<file path="config.mk">
export PLATFORM = sky130hd
export DESIGN_NAME = prog_loader_flat
export DESIGN_NICKNAME = d
export VERILOG_FILES = /design/src/rtl/prog_loader_pkg.sv /design/src/rtl/prog_loader_if.sv /design/src/rtl/prog_loader_word_assembler.sv /design/src/rtl/prog_loader.sv /design/src/flat_wrapper.sv
export SDC_FILE = /design/constraint.sdc
export NUM_CORES = 1
export LEC_CHECK = 0
export ABC_CLOCK_PERIOD_IN_PS = 1800
export CAP_MARGIN = 40
export CORE_UTILIZATION = 47
export CTS_BUF_LIST = sky130_fd_sc_hd__clkbuf_4
export DETAILED_ROUTE_END_ITERATION = 10
export GPL_ROUTABILITY_DRIVEN = 0
export PLACE_DENSITY = 0.83
export SKIP_CTS_REPAIR_TIMING = 1
export SYNTH_ARGS = -nofsm -noshare
export SYNTH_HDL_FRONTEND = slang
export SYNTH_SLANG_ARGS = --single-unit
</file>
<file path="constraint.sdc">
create_clock -name clock_i -period 1.8 [get_ports clock_i]
set_clock_uncertainty 0.05 [all_clocks]
set_input_delay 0.18 -clock clock_i [delete_from_list [all_inputs] [get_ports clock_i]]
set_output_delay 0.18 -clock clock_i [all_outputs]
set_load 0.02 [all_outputs]
</file>
<file path="src/rtl/prog_loader_pkg.sv">
// Shared definitions for the program loader: FSM state encoding, the default
// frame header byte, datapath widths and small state-decode helpers.
package prog_loader_pkg;

    localparam int unsigned WordW  = 32;  // instruction word width
    localparam int unsigned CountW = 8;   // word-count / word-index width

    localparam logic [7:0] SyncByteDefault = 8'hA5;

    typedef enum logic [2:0] {
        StIdle,
        StCount,
        StBytes,
        StWrite,
        StRun
    } state_e;

    // States in which a stream byte may be accepted.
    function automatic logic state_ready(state_e s);
        return (s == StIdle) || (s == StCount) || (s == StBytes);
    endfunction

    // States in which a load frame is in progress.
    function automatic logic state_busy(state_e s);
        return (s == StCount) || (s == StBytes) || (s == StWrite);
    endfunction

endpackage

</file>
<file path="src/rtl/prog_loader_if.sv">
// Signal bundle between a host byte source, the program loader and the
// processor program-load port.
//   master : loader view (consumes the byte stream, drives the load port)
//   slave  : host/processor view (drives the byte stream, observes the load port)
// Signals:
//   byte_in/byte_valid/byte_ready : byte stream handshake
//   restart                       : synchronous abort/restart request
//   addr/wr/wdata/working         : processor program-load port
//   busy/err                      : loader status
interface prog_loader_if;
    import prog_loader_pkg::*;

    logic [7:0]       byte_in;
    logic             byte_valid;
    logic             byte_ready;
    logic             restart;
    logic [WordW-1:0] addr;
    logic             wr;
    logic [WordW-1:0] wdata;
    logic             working;
    logic             busy;
    logic             err;

    modport master (
        input  byte_in, byte_valid, restart,
        output byte_ready, addr, wr, wdata, working, busy, err
    );

    modport slave (
        output byte_in, byte_valid, restart,
        input  byte_ready, addr, wr, wdata, working, busy, err
    );

endinterface

</file>
<file path="src/rtl/prog_loader_word_assembler.sv">
// Packs accepted bytes big-endian into 32-bit words.
// Ports:
//   clock_i     : clock
//   reset_ni    : asynchronous active-low reset
//   clear_i     : synchronous clear of partial word and byte counter (wins over shift_i)
//   shift_i     : accept byte_i into the word
//   byte_i      : incoming byte
//   word_o      : assembled word including the byte currently presented
//   word_done_o : shift_i on the 4th byte of a word
module prog_loader_word_assembler
    import prog_loader_pkg::*;
(
    input  logic             clock_i,
    input  logic             reset_ni,
    input  logic             clear_i,
    input  logic             shift_i,
    input  logic [7:0]       byte_i,
    output logic [WordW-1:0] word_o,
    output logic             word_done_o
);

    // Only the first three bytes need storage: the fourth is combined straight
    // from byte_i so the word can be registered on the same edge it completes.
    localparam int unsigned ShiftW = WordW - 8;

    logic [ShiftW-1:0] shift_q, shift_d;
    logic [1:0]        cnt_q, cnt_d;

    always_comb begin
        shift_d = shift_q;
        cnt_d   = cnt_q;
        if (clear_i) begin
            shift_d = '0;
            cnt_d   = '0;
        end else if (shift_i) begin
            shift_d = {shift_q[ShiftW-9:0], byte_i};
            cnt_d   = cnt_q + 2'd1;  // wraps to 0 after the 4th byte
        end
    end

    always_ff @(posedge clock_i or negedge reset_ni) begin
        if (!reset_ni) begin
            shift_q <= '0;
            cnt_q   <= '0;
        end else begin
            shift_q <= shift_d;
            cnt_q   <= cnt_d;
        end
    end

    assign word_o      = {shift_q, byte_i};
    assign word_done_o = shift_i && !clear_i && (cnt_q == 2'd3);

endmodule

</file>
<file path="src/rtl/prog_loader.sv">
// Program loader: receives a framed byte stream (SyncByte, N, N*4 data bytes),
// writes the N big-endian words to consecutive addresses from BaseAddr, then
// holds working high so the processor runs.
// Ports:
//   clock_i  : clock, all state changes on posedge
//   reset_ni : asynchronous active-low reset; all outputs 0 while low
//   ld_if    : byte stream in, program-load port and status out (master view)
module prog_loader
    import prog_loader_pkg::*;
#(
    parameter logic [7:0]       SyncByte = SyncByteDefault,
    parameter logic [WordW-1:0] BaseAddr = '0
) (
    input  logic          clock_i,
    input  logic          reset_ni,
    prog_loader_if.master ld_if
);

    state_e            state_q, state_d;
    logic [CountW-1:0] count_q, count_d;
    logic [CountW-1:0] index_q, index_d;
    logic [CountW:0]   index_inc;
    logic [WordW-1:0]  addr_q, addr_d;
    logic [WordW-1:0]  wdata_q, wdata_d;
    logic              wr_q, wr_d;
    logic              working_q, working_d;
    logic              err_q, err_d;
    logic              ready_q, ready_d;
    logic              busy_q, busy_d;

    logic              accept;
    logic              asm_shift;
    logic              asm_clear;
    logic              word_done;
    logic [WordW-1:0]  word;

    // ready_q is a registered decode of the state so it is 0 during reset.
    assign accept    = ld_if.byte_valid && ready_q;
    assign asm_shift = accept && (state_q == StBytes);
    assign asm_clear = ld_if.restart || (accept && (state_q == StCount));
    assign index_inc = {1'b0, index_q} + {{CountW{1'b0}}, 1'b1};

    prog_loader_word_assembler u_word_assembler (
        .clock_i     (clock_i),
        .reset_ni    (reset_ni),
        .clear_i     (asm_clear),
        .shift_i     (asm_shift),
        .byte_i      (ld_if.byte_in),
        .word_o      (word),
        .word_done_o (word_done)
    );

    always_comb begin
        state_d   = state_q;
        count_d   = count_q;
        index_d   = index_q;
        addr_d    = '0;
        wdata_d   = '0;
        wr_d      = 1'b0;
        working_d = 1'b0;
        err_d     = 1'b0;

        if (ld_if.restart) begin
            // Restart wins over any byte accepted on the same edge.
            state_d = StIdle;
        end else begin
            unique case (state_q)
                StIdle: begin
                    if (accept) begin
                        if (ld_if.byte_in == SyncByte) begin
                            state_d = StCount;
                        end else begin
                            err_d = 1'b1;
                        end
                    end
                end
                StCount: begin
                    if (accept) begin
                        if (ld_if.byte_in == 8'h00) begin
                            err_d   = 1'b1;
                            state_d = StIdle;
                        end else begin
                            count_d = ld_if.byte_in;
                            index_d = '0;
                            state_d = StBytes;
                        end
                    end
                end
                StBytes: begin
                    if (word_done) begin
                        wr_d    = 1'b1;
                        addr_d  = BaseAddr + {{(WordW - CountW){1'b0}}, index_q};
                        wdata_d = word;
                        state_d = StWrite;
                    end
                end
                StWrite: begin
                    index_d = index_inc[CountW-1:0];
                    if (index_inc == {1'b0, count_q}) begin
                        working_d = 1'b1;
                        state_d   = StRun;
                    end else begin
                        state_d = StBytes;
                    end
                end
                StRun: begin
                    working_d = 1'b1;
                end
                default: begin
                    state_d = StIdle;
                end
            endcase
        end

        ready_d = state_ready(state_d);
        busy_d  = state_busy(state_d);
    end

    always_ff @(posedge clock_i or negedge reset_ni) begin
        if (!reset_ni) begin
            state_q   <= StIdle;
            count_q   <= '0;
            index_q   <= '0;
            addr_q    <= '0;
            wdata_q   <= '0;
            wr_q      <= 1'b0;
            working_q <= 1'b0;
            err_q     <= 1'b0;
            ready_q   <= 1'b0;
            busy_q    <= 1'b0;
        end else begin
            state_q   <= state_d;
            count_q   <= count_d;
            index_q   <= index_d;
            addr_q    <= addr_d;
            wdata_q   <= wdata_d;
            wr_q      <= wr_d;
            working_q <= working_d;
            err_q     <= err_d;
            ready_q   <= ready_d;
            busy_q    <= busy_d;
        end
    end

    assign ld_if.byte_ready = ready_q;
    assign ld_if.addr       = addr_q;
    assign ld_if.wr         = wr_q;
    assign ld_if.wdata      = wdata_q;
    assign ld_if.working    = working_q;
    assign ld_if.busy       = busy_q;
    assign ld_if.err        = err_q;

endmodule
</file>
<file path="src/flat_wrapper.sv">
// flat-port wrapper written by rule: the top's interface ports become plain ports
module prog_loader_flat import prog_loader_pkg::*;
#(
    parameter logic [7:0]       SyncByte = SyncByteDefault,
    parameter logic [WordW-1:0] BaseAddr = '0
)
  (clock_i, reset_ni, ld_if_byte_in, ld_if_byte_valid, ld_if_restart, ld_if_byte_ready, ld_if_addr, ld_if_wr, ld_if_wdata, ld_if_working, ld_if_busy, ld_if_err);
  prog_loader_if ld_if_i ();
  input  logic clock_i;
  input  logic reset_ni;
  input wire logic [$bits(ld_if_i.byte_in)-1:0] ld_if_byte_in;
  input wire logic [$bits(ld_if_i.byte_valid)-1:0] ld_if_byte_valid;
  input wire logic [$bits(ld_if_i.restart)-1:0] ld_if_restart;
  output wire logic [$bits(ld_if_i.byte_ready)-1:0] ld_if_byte_ready;
  output wire logic [$bits(ld_if_i.addr)-1:0] ld_if_addr;
  output wire logic [$bits(ld_if_i.wr)-1:0] ld_if_wr;
  output wire logic [$bits(ld_if_i.wdata)-1:0] ld_if_wdata;
  output wire logic [$bits(ld_if_i.working)-1:0] ld_if_working;
  output wire logic [$bits(ld_if_i.busy)-1:0] ld_if_busy;
  output wire logic [$bits(ld_if_i.err)-1:0] ld_if_err;
  assign ld_if_i.byte_in = ld_if_byte_in;
  assign ld_if_i.byte_valid = ld_if_byte_valid;
  assign ld_if_i.restart = ld_if_restart;
  assign ld_if_byte_ready = ld_if_i.byte_ready;
  assign ld_if_addr = ld_if_i.addr;
  assign ld_if_wr = ld_if_i.wr;
  assign ld_if_wdata = ld_if_i.wdata;
  assign ld_if_working = ld_if_i.working;
  assign ld_if_busy = ld_if_i.busy;
  assign ld_if_err = ld_if_i.err;
  prog_loader #(.SyncByte(SyncByte), .BaseAddr(BaseAddr)) u_core (.clock_i(clock_i), .reset_ni(reset_ni), .ld_if(ld_if_i));
endmodule
</file>
== Word level (Yosys, flattened, before mapping) ==
Index checks and enable logic that the tools add are counted.
Widths: inputs -> output; s select.
Storage, ports and cells
  logic and storage cells: 79
  register bits after elaboration: 114
Cells by class
  multiplexer cells: 33
  reductions and logical operators: 18
  bitwise operators: 2
  add/subtract/negate cells: 2
  eq/ne operators: 12
Operator list (number)
  $mux 32: 5
  $mux 24: 2
  $mux 8: 3
  $mux 3: 6
  $pmux 8 s2: 1
  $pmux 3 s5: 1
  $eq 3x2->1 const B: 4
  $mux 1: 10
  $add 8x1->9 const B: 1
  $eq 9x8->1: 1
  $eq 8x8->1 const B: 1
  $logic_not 8->1: 1
  $reduce_and 4->1: 2
  $eq 3x1->1 const B: 2
  $logic_not 3->1: 2
  $mux 2: 3
  $logic_and 1x1->1: 5
  $logic_or 1x1->1: 5
  $pmux 1 s2: 2
  $reduce_bool 2->1: 2
  $eq 3x3->1 const B: 1
  $add 2x1->2 const B: 1
  $eq 2x2->1 const B: 1
  $ne 2x1->1 const B: 1
  3 further kinds: 4

== Logic depth before layout (Yosys ltp) ==
Gate-level depths: netlist of run 1.
  depth in word-level cells: 12
  depth in mapped cells: 7
  gate-level depth less buffers: 6

== By module ==
A second synthesis of run 1 with hierarchy kept.
Second synthesis, totals
  cells, all modules: 339
  area, all modules: 3937.5 µm²
By module, submodules not included
  prog_loader: cells an instance 244, area an instance 2781.4 µm², times used 1
  prog_loader_word_assembler: cells an instance 95, area an instance 1156.1 µm², times used 1

== Worst setup path after synthesis of run 1 ==
Ideal clock, no wire load.
  path kind: flip-flop to flip-flop
  start point: register u_core.index_q[0]
  end point: register u_core.ready_q (netlist: u_core.ld_if.byte_ready)
  library setup time: 120 ps
  arrival: 1708 ps
  cell stages (with the launch flop): 7
  setup slack: -78 ps
  buffers on the path: 0
  cells stage by stage: dfrtp_1 -> ha_1 -> and3_1 -> xnor2_1 -> nand3_1 -> a2111o_1 -> and3_1
On the way
  longest elaborated chain between the ends: 8
  elaborated cells on any way between the ends: 10
RTL lines
  start, declared: RTL line prog_loader.sv:21  | logic [CountW-1:0] index_q, index_d;
  start signal, assigned: RTL line prog_loader.sv:134  | index_q <= index_d;
  $add 8x1->9 (*): RTL line prog_loader.sv:41  | assign index_inc = {1'b0, index_q} + {{CountW{1'b0}}, 1'b1};
  $eq 9x8->1 (*): RTL line prog_loader.sv:99  | if (index_inc == {1'b0, count_q}) begin
  $mux 3 (*): RTL line prog_loader.sv:99
  $pmux 3 s5 (*): RTL line prog_loader.sv:67  | unique case (state_q)
  $mux 3 (*): RTL line prog_loader.sv:63  | if (ld_if.restart) begin
  $eq 3x1->1 or $logic_not 3->1 (tied branches): RTL line prog_loader_pkg.sv:20  | return (s == StIdle) || (s == StCount) || (s == StBytes);
  $logic_or 1x1->1: RTL line prog_loader_pkg.sv:20
  $logic_or 1x1->1 (*): RTL line prog_loader_pkg.sv:20
  named net u_core.ready_d: RTL line prog_loader.sv:28  | logic ready_q, ready_d;
  end signal, assigned: RTL line prog_loader.sv:140  | ready_q <= ready_d;
  end, declared: RTL line prog_loader.sv:28
Mark *: on every way through the listed nets, which the timed path passes. The rest lies on a longest branch.
A chain may end at the register's enable or synchronous reset.

== Worst setup path in the final report of run 1 ==
  start point: register u_core.index_q[0]
  end point: register u_core.state_q[2]
On the way
  longest elaborated chain between the ends: 5
RTL lines
  $add 8x1->9: RTL line prog_loader.sv:41
  $eq 9x8->1: RTL line prog_loader.sv:99
  $mux 3: RTL line prog_loader.sv:99
  $pmux 3 s5: RTL line prog_loader.sv:67
  $mux 3: RTL line prog_loader.sv:63
  named net u_core.state_d[2]: RTL line prog_loader.sv:19  | state_e state_q, state_d;
  end signal, assigned: RTL line prog_loader.sv:121  | state_q <= StIdle;
  end signal, assigned: RTL line prog_loader.sv:132  | state_q <= state_d;
  end, declared: RTL line prog_loader.sv:19
The timed path passes the listed nets, and every way through them passes these cells.

==> flow_summary_export.csv, run 1 <==
group,metric,value,unit
placement,pre_cts_slack,-0.266,ns
setup_path,max_stage_delay,0.45,ns
cells_and_area,final_area,4730,µm²
cells_and_area,n_antenna_cell,0,
worst_hold_path,hp-class,"primary input to asynchronous set/reset pin",
setup_path,crit_slowest_cell,"dfrtp_2",
timing,drv_slew,0,
clocking,clockBufferDepth,2,
floorplanning,die_h,91.5,µm
placement,dpl_cell_area,4520,µm²
synthesis,yosysWarningCount,0,
synthesis,syn_avg_cell_area,12.5,µm²
timing,hold_viol_final,0,
pwr,powerDensity,686,nW/µm²
pwr,switching_share,26.1,%
synthesis,synth_top_flop_cell,"dfrtp_1",
setup_path,end_kind,"flip-flop",
routing,ant_nets,0,
setup_path,critPathBufInv,1,
cells_and_area,drive_above_1_share,20.1,%
cells_and_area,syn_to_final_growth,25.6,%
routing,drt_iter0_drc,131,
timing,setup_ws,-0.0133,ns
synthesis,ys_ff_latch,90,
cells_and_area,layout_commonest_cell,"dfrtp_1",
clocking,root_buffer,"clkbuf_4",
placement,portBuffers,56,
routing,vias_per_cell,5.31,
synthesis,synth_cells,301,
clocking,clock_latency,0.44,ns
cells_and_area,nets,398,
synthesis,synthArstFlopShare,100,%
global_route,gr-total-overflow,0,
setup_path,cp_top_family,"flip-flops",
pwr,p_sw,0.847,mW
pwr,p_seq_share,62.8,%
setup_path,arrival,2.16,ns
setup_path,startpoint_type,"flip-flop",
synthesis,synth.top_cell.area_share,59.8,%
cells_and_area,finish.utilization,61.2,%
setup_path,worstSetupPathType,"flip-flop to flip-flop",
timing,setup_viol,3,
pwr,power_frac_comb,6.3,%
floorplanning,ios,81,
synthesis,synth_edf_count,0,
routing,drt-total-wl,7.57,mm
pwr,internal_power,2.39,mW
clocking,clk_pin_slew,0.14,ns
synthesis,ys_types,45,
global_route,grt_max_degree,40,
timing,fmax,551,MHz
pwr,pwr-share-clk,30.8,%
global_route,grt_pass1_vias,2492,
placement,dpl.cell_count,474,
cells_and_area,fin_cells,491,
synthesis,mappedNetlistArea,3760,µm²
clocking,clkSinkCount,90,
pwr,leakage,2.39,nW
floorplanning,dieArea,8370,µm²
placement,place_hpwl,5.36,mm
global_route,track_usage,19.8,%
floorplanning,die_w,91.5,µm
setup_path,cp_cell_sequence,"ha_4 -> xnor2_2 -> xnor2_2 -> nand2b_4 -> a2111o_1 -> buf_4 -> nand2_1",
floorplanning,fp.coreArea,7730,µm²
floorplanning,rows,32,
routing,firstDrtPassIters,5,
flow_run,drv_cap,0,
routing,routedWlPerCell,15.4,µm
timing,fin_crit,1.81,ns
timing,grt_setup_unrepaired,"true",
run_status,violations,"negative setup slack",
synthesis,synthTopCellsByArea,"dfrtp_1 60%, and3_1 7.3%, a22o_1 6.1%, buf_4 4.8%, mux2_1 2.4%",
synthesis,yosysSeqAreaShare,59.8,%
run_status,status,"finished, violations left",
floorplanning,initial_utilization,48.7,%
setup_path,required,2.14,ns
setup_path,cp_max_fo,6,
global_route,antenna_found_initial,0,
clocking,h-tree-depth,3,
clocking,cts_tree,"done",
routing,vias,2606,
cells_and_area,layout_common_cells,"87 x dfrtp_1, 55 x clkdlybuf4s50_1, 43 x and3_1",
pwr,ir_drop,0.268,mV
timing,post-route-period-util,101,%
routing,drc_errors,0,
clocking,cts_inserted_buffers,9,
pwr,p_total,3.24,mW
setup_path,cpMostUsedCell,"xnor2_2",
synthesis,yosysTopAreaCell,"dfrtp_1",
global_route,grt_pass1_wl,12.6,mm
-- per-layer routing --
layer  vias to the layer above  track usage, %  part of all wire, %
met2                       101            30.5                   49
met1                      1285            26.8                   44
met5                         -               0                    0
li1                       1203               -                    -
met4                         0            11.0                  2.2
met3                        17            3.27                  4.9
-- power groups by stage --
stage	registers (mW)	logic, mW	clock network (mW)
floorplan	2.07	0.122	0
global placement	2.07	0.198	0
detailed placement	2.08	0.202	0
CTS	2.04	0.202	1.02
global route	2.04	0.225	1.10
finish	2.04	0.204	1.00
-- synth_stat cells (2+ instances only) --
master    instances
xnor2_1           7
buf_2             5
ha_1              2
clkbuf_8          2
nand3_1           5
and3_1           44
nand4_1           2
o21ai_0          11
or3_1             2
dfrtp_1          90
xor2_1            4
mux2_1            8
and3_2            2
buf_6             4
and4_1            3
nand2_1          12
nor2_1            8
o21ai_1           2
o41ai_1           2
a31oi_1           3
nor2_2            2
o31ai_1           2
buf_4            24
a22o_1           26
clkbuf_1          9
-- layout make-up --
type / count / area, µm²
clock buffers: 9 / 67.6
clock inverters: 7 / 52.6
fillers: 615 / 3000
inverters: 1 / 3.75
multi-input cells: 189 / 1370
flip-flops and latches: 90 / 2260
well taps: 102 / 128
repair buffers: 93 / 851
-- logic make-up (layout without fill, tap and decap cells) --
group	Yosys count	after routing	synth area share [%]
buffers and inverters	45	110	8.38
muxes	10	10	2.96
other	1	24	0.0996
adders and majority gates	2	2	0.665
AOI/OAI and AO/OA	53	53	10.8
and+or+nand+nor	88	88	14.2
xor gates and xnor gates	12	12	2.99
DFF	90	90	59.8
-- stage by stage --
stage	hold slack, ns	TNS, ns
floorplan	-0.166	0
global placement	0.123	-2.26
detailed placement	0.132	-3.02
CTS	-0.370	-0.155
global route	0.225	-0.302
finish	0.180	-0.0263
-- path summary, 6_finish.rpt --
kind | cells after the start | startpoint | slack (ns) | end
hold / removal | 2 | reset_ni | 0.18 | u_core.ld_if.addr[4]
hold reg to reg | 1 | u_core.u_word_assembler.shift_q[21] | 0.47 | u_core.u_word_assembler.shift_q[21]
min in group clock_i | 3 | ld_if_restart | 0.38 | u_core.state_q[0]
setup reg to reg | 7 | u_core.index_q[0] | -0.01 | u_core.state_q[2]
max in group asynchronous | 3 | reset_ni | 0.94 | u_core.index_q[0]
setup / recovery | 7 | u_core.index_q[0] | -0.01 | u_core.state_q[2]
-- sequential cells by signal (all words and copies together) (netlist names) --
| name | flops |
|---|---|
| u_core.ld_if.working | 1 |
| u_core.ld_if.wdata | 32 |
| u_core.u_word_assembler.cnt_q | 2 |
| u_core.ld_if.wr | 1 |
| u_core.ld_if.busy | 1 |
| u_core.ld_if.byte_ready | 1 |
| u_core.state_q | 3 |
| u_core.ld_if.addr | 8 |
| u_core.ld_if.err | 1 |
| u_core.index_q | 8 |
| u_core.count_q | 8 |
| u_core.u_word_assembler.shift_q | 24 |
Power figures use the tool's default switching activity.
==> run 2: changes to the inputs <==
CAP_MARGIN = unset   (was 40)
CORE_ASPECT_RATIO = 0.75   (was unset)
==> run 2 against run 1 <==
  * The run still ends with negative setup slack left
  * Die area about the same
  * Combinational power increased by 5%
  * Power decreased by 1.7%
  * Clock-buffer cell count unchanged
  * Hold slack got worse by 0.069 ns
  * Final cell count increased by 1.8%
==> flow_summary_export.csv, run 2 (synthesis gave the netlist of run 1 again) <==
group,metric,value,unit
timing,grt_setup_unrepaired,"true",
routing,drt-total-wl,7.74,mm
clocking,h-tree-depth,3,
clocking,cts_inserted_buffers,9,
setup_path,cp_cell_sequence,"ha_4 -> and3_4 -> xnor2_2 -> nand3_2 -> a2111o_1 -> and3_1",
global_route,grt_max_degree,65,
timing,finalSetupTns,-0.0964,ns
timing,setup_ws,-0.0493,ns
global_route,grt_pass1_wl,12.6,mm
routing,drt_iter0_drc,152,
global_route,gr-total-overflow,0,
setup_path,startpoint_type,"flip-flop",
pwr,powerDensity,659,nW/µm²
global_route,grt_pass1_vias,2512,
setup_path,r2r-end,"u_core.ld_if.byte_ready",
placement,place_hpwl,5.51,mm
flow_run,drv_cap,0,
routing,routedWlPerCell,15.5,µm
timing,hold_viol_final,0,
cells_and_area,final_area,4840,µm²
run_status,status,"finished, violations left",
placement,dpl_cell_area,4590,µm²
floorplanning,initial_utilization,50.0,%
run_status,violations,"negative setup slack",
clocking,clk_pin_slew,0.14,ns
floorplanning,rows,27,
timing,setup_viol,3,
cells_and_area,syn_to_final_growth,28.6,%
setup_path,crit_slowest_cell,"dfrtp_2",
cells_and_area,layout_commonest_cell,"dfrtp_1",
cells_and_area,nets,408,
cells_and_area,n_antenna_cell,0,
cells_and_area,multiInputGateArea,1400,µm²
setup_path,cp_max_fo,5,
cells_and_area,layout_common_cells,"87 x dfrtp_1, 55 x clkdlybuf4s50_1, 44 x buf_4",
timing,tightest_slew,0.547,ns
cells_and_area,fin_cells,500,
setup_path,reg2reg_slack,-0.05,ns
routing,firstDrtPassIters,4,
setup_path,critPathBufInv,0,
routing,vias,2658,
floorplanning,fp.coreArea,7530,µm²
cells_and_area,largest_register_ffs,32,
worst_hold_path,hp-class,"primary input to asynchronous set/reset pin",
clocking,cts_tree,"done",
floorplanning,die_h,79.5,µm
clocking,clockBufferDepth,2,
timing,relSlewSlack,63.6,%
global_route,track_usage,20.0,%
timing,post-route-period-util,103,%
timing,fin_crit,1.85,ns
setup_path,cp_top_family,"simple AND/OR/NAND/NOR gates",
setup_path,required,2.10,ns
setup_path,end_kind,"flip-flop",
setup_path,worstRegToRegCells,6,
global_route,antenna_found_initial,0,
setup_path,worstSetupPathType,"flip-flop to flip-flop",
pwr,leakage,2.44,nW
floorplanning,dieArea,8370,µm²
clocking,root_buffer,"clkbuf_4",
routing,vias_per_cell,5.32,
cells_and_area,nFillCells,555,
floorplanning,ios,81,
pwr,ir_drop,0.338,mV
clocking,clock_latency,0.45,ns
timing,drv_slew,0,
placement,dpl.cell_count,480,
floorplanning,die_w,105,µm
routing,drc_errors,0,
setup_path,rr_startpoint,"u_core.index_q[0]",
routing,ant_nets,0,
setup_path,arrival,2.14,ns
cells_and_area,drive_above_1_share,22.6,%
placement,portBuffers,56,
cells_and_area,seqCellArea,2260,µm²
setup_path,max_stage_delay,0.45,ns
clocking,clkSinkCount,90,
timing,fmax,541,MHz
[run 2: changes by cell type in the layout (fill, tap and decap cells not counted), moves of 2 or more]
cell	before	now
buf_4	36	44
xnor2_2	6	3
nand2_1	12	10
nand2_2	0	2
xnor2_4	0	2
[run 2: how the worst max path moves through the flow]
| stage | start | depth (start not counted) | to | slack (ns) |
|---|---|---|---|---|
| floorplan | u_core.index_q[0] | 6 | u_core.ld_if.byte_ready | 0.03 |
| global placement | ld_if_byte_in[0] | 5 | u_core.count_q[5] | -0.17 |
| detailed placement | ld_if_byte_in[2] | 5 | u_core.count_q[4] | -0.29 |
| CTS | u_core.index_q[0] | 6 | u_core.ld_if.busy | -0.06 |
| global route | u_core.index_q[1] | 6 | u_core.ld_if.byte_ready | -0.09 |
| finish | u_core.index_q[0] | 6 | u_core.ld_if.byte_ready | -0.05 |
[run 2: per-layer routing]
| layer | part of all wire [%] | global-route usage (%) | vias up |
|---|---|---|---|
| met5 | 0 | 0 | - |
| met4 | 0.84 | 6.76 | 0 |
| met3 | 8.2 | 6.20 | 9 |
| met2 | 47 | 28.9 | 115 |
| met1 | 44 | 28.5 | 1314 |
| li1 | - | - | 1220 |
[run 2: final cells by class]
type | instances | share of cell area [%]
clock buffers | 9 | 1.40
flip-flops and latches | 90 | 46.6
clock inverters | 7 | 0.931
well taps | 101 | 2.61
inverters | 1 | 0.0776
multi-input cells | 189 | 28.9
repair buffers | 103 | 19.5
[run 2: through the flow]
step                total power, mW  hold slack (ns)  setup WS (ns)  utilization (%)
floorplan                      2.20           -0.166         0.0260                -
global placement               2.28           0.0484         -0.167             60.9
detailed placement             2.28           0.0534         -0.290             60.9
CTS                            3.21           -0.443        -0.0574             62.4
global route                   3.33            0.120        -0.0877             64.2
finish                         3.19            0.111        -0.0493             64.2
[run 2: report_power, final]
part           internal, mW  leakage (nW)  switching (mW)
Combinational        0.0749          1.14           0.139
Sequential             2.03          1.25         0.00771
Clock                 0.279        0.0574           0.658
Total                  2.38          2.44           0.805
